==> src/rtl/uart_rx_fifo.sv <==
// 16x-oversampling 8N1 UART receiver feeding a first-word-fall-through FIFO.
// Framing and overrun errors are sticky until the host clears them.
module uart_rx_fifo #(
  parameter int FIFO_DEPTH = 8
) (
  input  logic                          clk,
  input  logic                          rst_n,
  input  logic [15:0]                   baud_max,
  input  logic                          rx,
  input  logic                          rd_en,
  output logic [7:0]                    rd_data,
  output logic                          rd_valid,
  output logic [$clog2(FIFO_DEPTH):0]   count,
  output logic                          frame_err,
  output logic                          overrun,
  input  logic                          clear_err
);

  localparam int DATA_W     = 8;
  localparam int OVERSAMPLE = 16;
  localparam int AW         = $clog2(FIFO_DEPTH);
  localparam logic [3:0] SC_LAST = 4'(OVERSAMPLE - 1);
  localparam logic [3:0] SC_MID  = 4'(OVERSAMPLE / 2 - 1);

  typedef enum logic [2:0] {
    S_IDLE,
    S_START,
    S_DATA,
    S_STOP,
    S_BREAK
  } state_t;

  logic               r_sync1;
  logic               r_sync2;
  logic               w_rxs;

  logic [15:0]        r_tick_cnt;
  logic [15:0]        w_baud_eff;
  logic               w_tick;

  state_t             r_state;
  state_t             w_state_nxt;
  logic [3:0]         r_sc;
  logic [3:0]         w_sc_nxt;
  logic [2:0]         r_bi;
  logic [2:0]         w_bi_nxt;
  logic               w_sample;
  logic               w_push_req;
  logic               w_ferr_set;
  logic [DATA_W-1:0]  r_shift;

  logic [DATA_W-1:0]  r_mem [FIFO_DEPTH];
  logic [AW:0]        r_wr_ptr;
  logic [AW:0]        r_rd_ptr;
  logic               w_empty;
  logic               w_full;
  logic               w_pop;
  logic               w_push;
  logic               w_ovr_set;

  always_ff @(posedge clk or negedge rst_n) begin
    if (!rst_n) begin
      r_sync1 <= 1'b1;
      r_sync2 <= 1'b1;
    end else begin
      r_sync1 <= rx;
      r_sync2 <= r_sync1;
    end
  end

  assign w_rxs = r_sync2;

  // Free-running sample tick; a baud_max of 0 behaves as 1 (tick every cycle).
  assign w_baud_eff = (baud_max == 16'd0) ? 16'd1 : baud_max;
  assign w_tick     = (r_tick_cnt == (w_baud_eff - 16'd1));

  always_ff @(posedge clk or negedge rst_n) begin
    if (!rst_n) begin
      r_tick_cnt <= 16'd0;
    end else if (w_tick) begin
      r_tick_cnt <= 16'd0;
    end else begin
      r_tick_cnt <= r_tick_cnt + 16'd1;
    end
  end

  always_ff @(posedge clk or negedge rst_n) begin
    if (!rst_n) begin
      r_state <= S_IDLE;
      r_sc    <= 4'd0;
      r_bi    <= 3'd0;
    end else begin
      r_state <= w_state_nxt;
      r_sc    <= w_sc_nxt;
      r_bi    <= w_bi_nxt;
    end
  end

  always_comb begin
    w_state_nxt = r_state;
    w_sc_nxt    = r_sc;
    w_bi_nxt    = r_bi;
    w_sample    = 1'b0;
    w_push_req  = 1'b0;
    w_ferr_set  = 1'b0;
    if (w_tick) begin
      case (r_state)
        S_IDLE: begin
          if (!w_rxs) begin
            w_state_nxt = S_START;
            w_sc_nxt    = 4'd0;
          end
        end
        S_START: begin
          if (r_sc == SC_MID) begin
            w_sc_nxt = 4'd0;
            if (!w_rxs) begin
              w_state_nxt = S_DATA;
              w_bi_nxt    = 3'd0;
            end else begin
              w_state_nxt = S_IDLE;
            end
          end else begin
            w_sc_nxt = r_sc + 4'd1;
          end
        end
        S_DATA: begin
          if (r_sc == SC_LAST) begin
            w_sample = 1'b1;
            w_sc_nxt = 4'd0;
            if (r_bi == 3'd7) begin
              w_state_nxt = S_STOP;
            end else begin
              w_bi_nxt = r_bi + 3'd1;
            end
          end else begin
            w_sc_nxt = r_sc + 4'd1;
          end
        end
        S_STOP: begin
          if (r_sc == SC_LAST) begin
            w_sc_nxt = 4'd0;
            if (w_rxs) begin
              w_push_req  = 1'b1;
              w_state_nxt = S_IDLE;
            end else begin
              w_ferr_set  = 1'b1;
              w_state_nxt = S_BREAK;
            end
          end else begin
            w_sc_nxt = r_sc + 4'd1;
          end
        end
        S_BREAK: begin
          // Wait for the line to return high so a held-low line yields one error, not a stream of frames.
          if (w_rxs) begin
            w_state_nxt = S_IDLE;
          end
        end
        default: begin
          w_state_nxt = S_IDLE;
          w_sc_nxt    = 4'd0;
        end
      endcase
    end
  end

  always_ff @(posedge clk) begin
    if (w_sample) begin
      r_shift[r_bi] <= w_rxs;
    end
  end

  // FIFO: pointers carry one extra wrap bit to tell full from empty.
  assign w_empty   = (r_wr_ptr == r_rd_ptr);
  assign w_full    = (r_wr_ptr[AW] != r_rd_ptr[AW]) &&
                     (r_wr_ptr[AW-1:0] == r_rd_ptr[AW-1:0]);
  assign w_pop     = rd_en & ~w_empty;
  assign w_push    = w_push_req & (~w_full | w_pop);
  assign w_ovr_set = w_push_req & w_full & ~w_pop;

  always_ff @(posedge clk) begin
    if (w_push) begin
      r_mem[r_wr_ptr[AW-1:0]] <= r_shift;
    end
  end

  always_ff @(posedge clk or negedge rst_n) begin
    if (!rst_n) begin
      r_wr_ptr <= '0;
      r_rd_ptr <= '0;
    end else begin
      if (w_push) begin
        r_wr_ptr <= r_wr_ptr + 1'b1;
      end
      if (w_pop) begin
        r_rd_ptr <= r_rd_ptr + 1'b1;
      end
    end
  end

  assign count    = r_wr_ptr - r_rd_ptr;
  assign rd_valid = ~w_empty;
  assign rd_data  = w_empty ? '0 : r_mem[r_rd_ptr[AW-1:0]];

  // A set in the same cycle as clear_err wins.
  always_ff @(posedge clk or negedge rst_n) begin
    if (!rst_n) begin
      frame_err <= 1'b0;
      overrun   <= 1'b0;
    end else begin
      frame_err <= w_ferr_set | (frame_err & ~clear_err);
      overrun   <= w_ovr_set  | (overrun   & ~clear_err);
    end
  end

endmodule

==> config.mk <==
export PLATFORM = sky130hd
export DESIGN_NAME = uart_rx_fifo
export DESIGN_NICKNAME = d
export VERILOG_FILES = /design/src/rtl/uart_rx_fifo.sv
export SDC_FILE = /design/constraint.sdc
export NUM_CORES = 1
export LEC_CHECK = 0
export ABC_AREA = 1
export ABC_CLOCK_PERIOD_IN_PS = 3900
export BUFFER_PORTS_ARGS = -buffer_cell sky130_fd_sc_hd__buf_2
export CAP_MARGIN = 15
export CORE_ASPECT_RATIO = 1.25
export CORE_MARGIN = 1.5
export CORE_UTILIZATION = 66
export CTS_CLUSTER_DIAMETER = 150
export DETAILED_ROUTE_END_ITERATION = 10
export PLACE_DENSITY = 0.85
export SETUP_SLACK_MARGIN = 0.4
export SLEW_MARGIN = 20
export SYNTH_ARGS = -nofsm -noshare
export SYNTH_HDL_FRONTEND = slang
export SYNTH_SLANG_ARGS = --single-unit
==> constraint.sdc <==
create_clock -name clk -period 3.9 [get_ports clk]
set_clock_uncertainty 0.15 [all_clocks]
set_input_delay 0.195 -clock clk [delete_from_list [all_inputs] [get_ports clk]]
set_output_delay 0.195 -clock clk [all_outputs]
set_load 0.05 [all_outputs]
==> impl_results.rst <==
.. list-table::
   :header-rows: 1

   * - Metric
     - Value
   * - Layout filler cell count
     - roughly 680
   * - Fraction of the mapped netlist area in adder cells
     - 2.36%
   * - Post CTS Setup Buffer Count
     - 0
   * - Die Y-Extent
     - 111 um
   * - Count of inserted antenna diode cells
     - 0
   * - Number of vias after detailed routing
     - approximately 5,000
   * - Startpoint Class
     - flip-flop
   * - DRC
     - 0
   * - # port buffers
     - 35
   * - Vias per inst
     - around 5.7
   * - Post-place instance area
     - 0.00642 mm^2
   * - Power density of the placed cells
     - 529 mW/mm^2
   * - Post-synthesis sequential element count
     - 110
   * - Detailed-route wire length
     - 14,000 um
   * - Share of cells above drive strength 1
     - 15.2%
   * - Drt initial violations
     - 390
   * - Mean Syn Cell Area
     - between 8 and 9 um^2
   * - Inst Count DP
     - between 800 and 900
   * - Half-perimeter wire length of the detailed placement result
     - 10,700 um
   * - Antenna violations before repair
     - 0
   * - Detail Route met2 WL
     - 7250 um
   * - Cts bufs inserted
     - 9
   * - Leakage
     - 2.93 nW
   * - Cell type with the largest total area after synthesis
     - edfxtp_1
   * - Unrepaired setup endpoints after global routing
     - false
   * - Number of max-slew violations in the final report
     - 0
   * - Final period util
     - slightly above 80%
   * - Result of the run
     - finished clean
   * - Post-layout instance area
     - 0.00677 mm^2
   * - Cell with the largest stage delay on the worst path
     - inv_1
   * - Top-level port count
     - 36
   * - F_max
     - roughly 320 MHz
   * - CTS HTree Levels
     - 3
   * - Hold violation total from the final report
     - 0
   * - Utilization after layout
     - 74.6%
   * - Synth warn
     - 0
   * - Combinational family with the most area after synthesis
     - simple AND/OR/NAND/NOR gates
   * - Parity-gate share of the synthesized area counting xor and xnor cells
     - 3.45%
   * - CP required
     - 3.56 ns
   * - Critical path data arrival time
     - between 2 and 3 ns
   * - Total power
     - 3.58 mW
   * - Worst-case clock buffer depth
     - 2
   * - Crit path buffers/inverters
     - 2
   * - Cell Chain, Critical Path
     - inv_1 > o21ai_0 > o22ai_1 > o21ai_0 > a31oi_1 > buf_2
   * - Number of core rows
     - 39
   * - Met3 wire length
     - roughly 660 um
   * - Leading cell types by total area after synthesis
     - edfxtp_1 (35%), dfrtp_1 (15%), nand2_1 (8.6%), nor2_1 (7.3%), inv_1 (5.6%)
   * - Top routing layer used
     - met4
   * - Final setup TNS
     - 0 ns
   * - Final ANT Viol Nets
     - 0
   * - Initial standard-cell utilization of the core
     - 67.6%
   * - Basic-gate share of the synthesized area counting and, or, nand and nor cells
     - between 20% and 30%
   * - TritonCTS clock tree
     - yes
   * - First-pass GRT wire length
     - ~23,000 um
   * - Cell internal pwr
     - approximately 2.1 mW
   * - Worst-Margin Slew
     - approximately 0.87 ns
   * - Mean routed wirelength per cell
     - 15.9 um
   * - Cells after synthesis
     - 715
   * - Layout overhead on the synthesized area
     - 10.4%
   * - Routed length on met1
     - 5400 um
   * - Leading register cell type out of synthesis
     - edfxtp_1
   * - Clock transition at the registers of the reported paths
     - around 0.070 ns
   * - Library cell appearing most often on the critical path
     - o21ai_0
   * - Part of the total power dissipated in sequential elements
     - a little under two fifths
   * - Sink Count
     - 110
   * - Worst slew margin
     - 41.8%
   * - Class of the worst hold path
     - in -> reg
   * - Root Driver
     - clkbuf_16
   * - Peak supply drop
     - about 0.22 mV
   * - Switching share of total power
     - between 40% and 50%
   * - Synth unique cells
     - 41
   * - Power share of the clock group
     - approximately a quarter
   * - Final instance count without filler cells
     - 882
   * - Kind of critical path
     - reg -> out
   * - Combinational cell fraction of total power
     - about 37%
   * - Core Footprint
     - between 0.009 and 0.01 mm^2
   * - Number of nets at the end of the flow
     - 786
   * - Fraction of synthesized area in multiplexers
     - 0%
   * - Largest fanout on the critical path
     - 32
   * - Share of the synthesized area in the top cell type
     - a little over a third
   * - Top Family by Delay on Critical Path
     - buffers and inverters
   * - Number of setup violations in the final report
     - 0
   * - CP peak stage delay
     - 0.71 ns
   * - Endpoint class of the critical path
     - output port
   * - Fraction of synthesis flops using an asynchronous set or reset pin
     - between 30% and 40%
   * - Synth Net Count
     - 747
   * - Total Routing Usage GR
     - 30.3%
   * - Weighted congestion reported at the end of routability-driven placement
     - 1.11
   * - Period minus WS final
     - 3.17 ns
   * - Share of synthesized area occupied by flip-flops and latches
     - 50.8%
   * - Pin count of the biggest net entering global routing
     - 39
   * - Area fraction in compound gates after synthesis
     - about 7.3%
   * - Total die area
     - 0.00989 mm^2
   * - First-pass DRT Iterations
     - 6
   * - EDFF count, synth
     - 72
   * - Insertion delay of the later-clocked pin in the worst-skew pair
     - about 0.35 ns
   * - X dimension of the die
     - 89.3 um
   * - Max Cap Violations
     - 0
   * - Number of global-route vias before repair
     - 4,827
   * - GRT Residual Overflow
     - 0
   * - Psw
     - 1.50 mW
   * - Post-synth design cell area
     - between 0.006 and 0.007 mm^2
[power by group through the flow]
stage | clock network (mW) | logic, mW | registers (mW)
finish | 0.906 | 1.31 | 1.37
global route | 0.960 | 1.43 | 1.38
CTS | 0.916 | 1.30 | 1.37
detailed placement | 0 | 1.29 | 1.39
global placement | 0 | 1.27 | 1.39
floorplan | 0 | 1.04 | 1.33
[worst min-delay path: cells and delay by family]
family                    cells  cell delay, ns
buffers and inverters         2            0.16
and+or+nand+nor               1            0.11
xor gates and xnor gates      1            0.15
[synth_stat cells (2+ instances only)]
cell type and instances:
a31oi_1 8, buf_6 3, clkbuf_1 12, dfrtp_1 36, dfstp_2 2, edfxtp_1 72, ha_1 10, inv_1 92
inv_2 10, nand2_1 140, nand2_2 4, nand3_1 49, nand3_2 14, nand3b_1 7, nand4_1 13, nor2_1 119
nor2_2 10, nor2_4 5, nor3_1 7, nor4_1 2, o21ai_0 51, o21ai_1 4, o22ai_1 8, o31ai_2 2
xnor2_1 8, xnor3_1 2, xor2_1 11
[state kept, by name (all words and copies together) (netlist names)]
name and cells:
r_mem 64, r_tick_cnt 16, r_shift 8, r_rd_ptr 4, r_sc 4, r_wr_ptr 4
r_bi 3, r_state 3, frame_err 1, overrun 1, r_sync1 1, r_sync2 1
[metrics by stage]
| stage | worst slack [ns] | hold slack, ns |
|---|---|---|
| finish | 0.730 | 0.156 |
| global route | 0.509 | 0.176 |
| CTS | 0.661 | 0.140 |
| detailed placement | 0.309 | 0.156 |
| global placement | 0.372 | 0.152 |
| floorplan | 0.736 | -0.251 |
[routing by layer]
| metal | global-route usage (%) | up-vias |
|---|---|---|
| met1 | 35.3 | 2329 |
| met5 | 0 | - |
| met4 | 17.0 | 0 |
| li1 | - | 2425 |
| met2 | 51.7 | 184 |
| met3 | 4.62 | 55 |
[cell type report]
type	instances	area [um^2]	area share [%]
clock buffers	9	225	3.33
flip-flops and latches	110	3120	46.0
multi-input cells	488	2570	38.0
inverters	102	383	5.65
well taps	123	154	2.27
clock inverters	7	77.6	1.15
repair buffers	43	243	3.58
[cells in the final DEF (no fill, tap or decap), types with 2 or more instances in the layout]
cell type | Yosys | routed
xnor2_1 | 8 | 8
edfxtp_1 | 72 | 72
nand3b_1 | 7 | 7
clkinv_8 | 0 | 2
ha_1 | 10 | 10
nor4_1 | 2 | 2
dfstp_2 | 2 | 2
nor3_1 | 7 | 7
o22ai_1 | 8 | 8
nor2_4 | 5 | 5
nand2_1 | 140 | 140
nor2_1 | 119 | 113
xor2_1 | 11 | 11
a31oi_1 | 8 | 8
buf_4 | 0 | 5
nand2_2 | 4 | 4
dfrtp_1 | 36 | 36
nand3_1 | 49 | 49
dlygate4sd3_1 | 0 | 3
o31ai_2 | 2 | 2
nand4_1 | 13 | 13
inv_2 | 10 | 10
o21ai_0 | 51 | 51
clkbuf_16 | 0 | 9
o21ai_1 | 4 | 4
buf_2 | 0 | 35
nor2_2 | 10 | 16
xnor3_1 | 2 | 2
nand3_2 | 14 | 14
inv_1 | 92 | 92
inv_6 | 0 | 2
[kinds of logic (layout without fill, tap and decap cells)]
group / Yosys count / in the layout
AO/OA/AOI/OAI: 79 / 79
XOR/XNOR: 21 / 21
adder cells (fa/ha/maj): 11 / 11
buffers and inverters: 117 / 161
flip-flops: 110 / 110
AND/OR/NAND/NOR: 377 / 377
[timing repair]
action                                 CTS  global route
hold buffers                             3             0
setup endpoints to repair                0            48
gates resized for setup                  0             6
endpoints found under the hold margin   39             0
[worst paths after layout]
path / start / to / slack (ns) / cells after the start
min in group asynchronous: rst_n / r_tick_cnt[15] / 0.33 / 2
worst max-delay path: r_rd_ptr[0] / rd_data[5] / 0.73 / 6
max in group asynchronous: rst_n / r_rd_ptr[0] / 2.70 / 2
worst min register to register: r_sync1 / r_sync2 / 0.20 / 0
worst max register to register: r_sc[0] / r_mem[6][4] / 0.86 / 9
worst min-delay path: rd_en / r_rd_ptr[0] / 0.16 / 4
(Power assumes the default switching activity.)
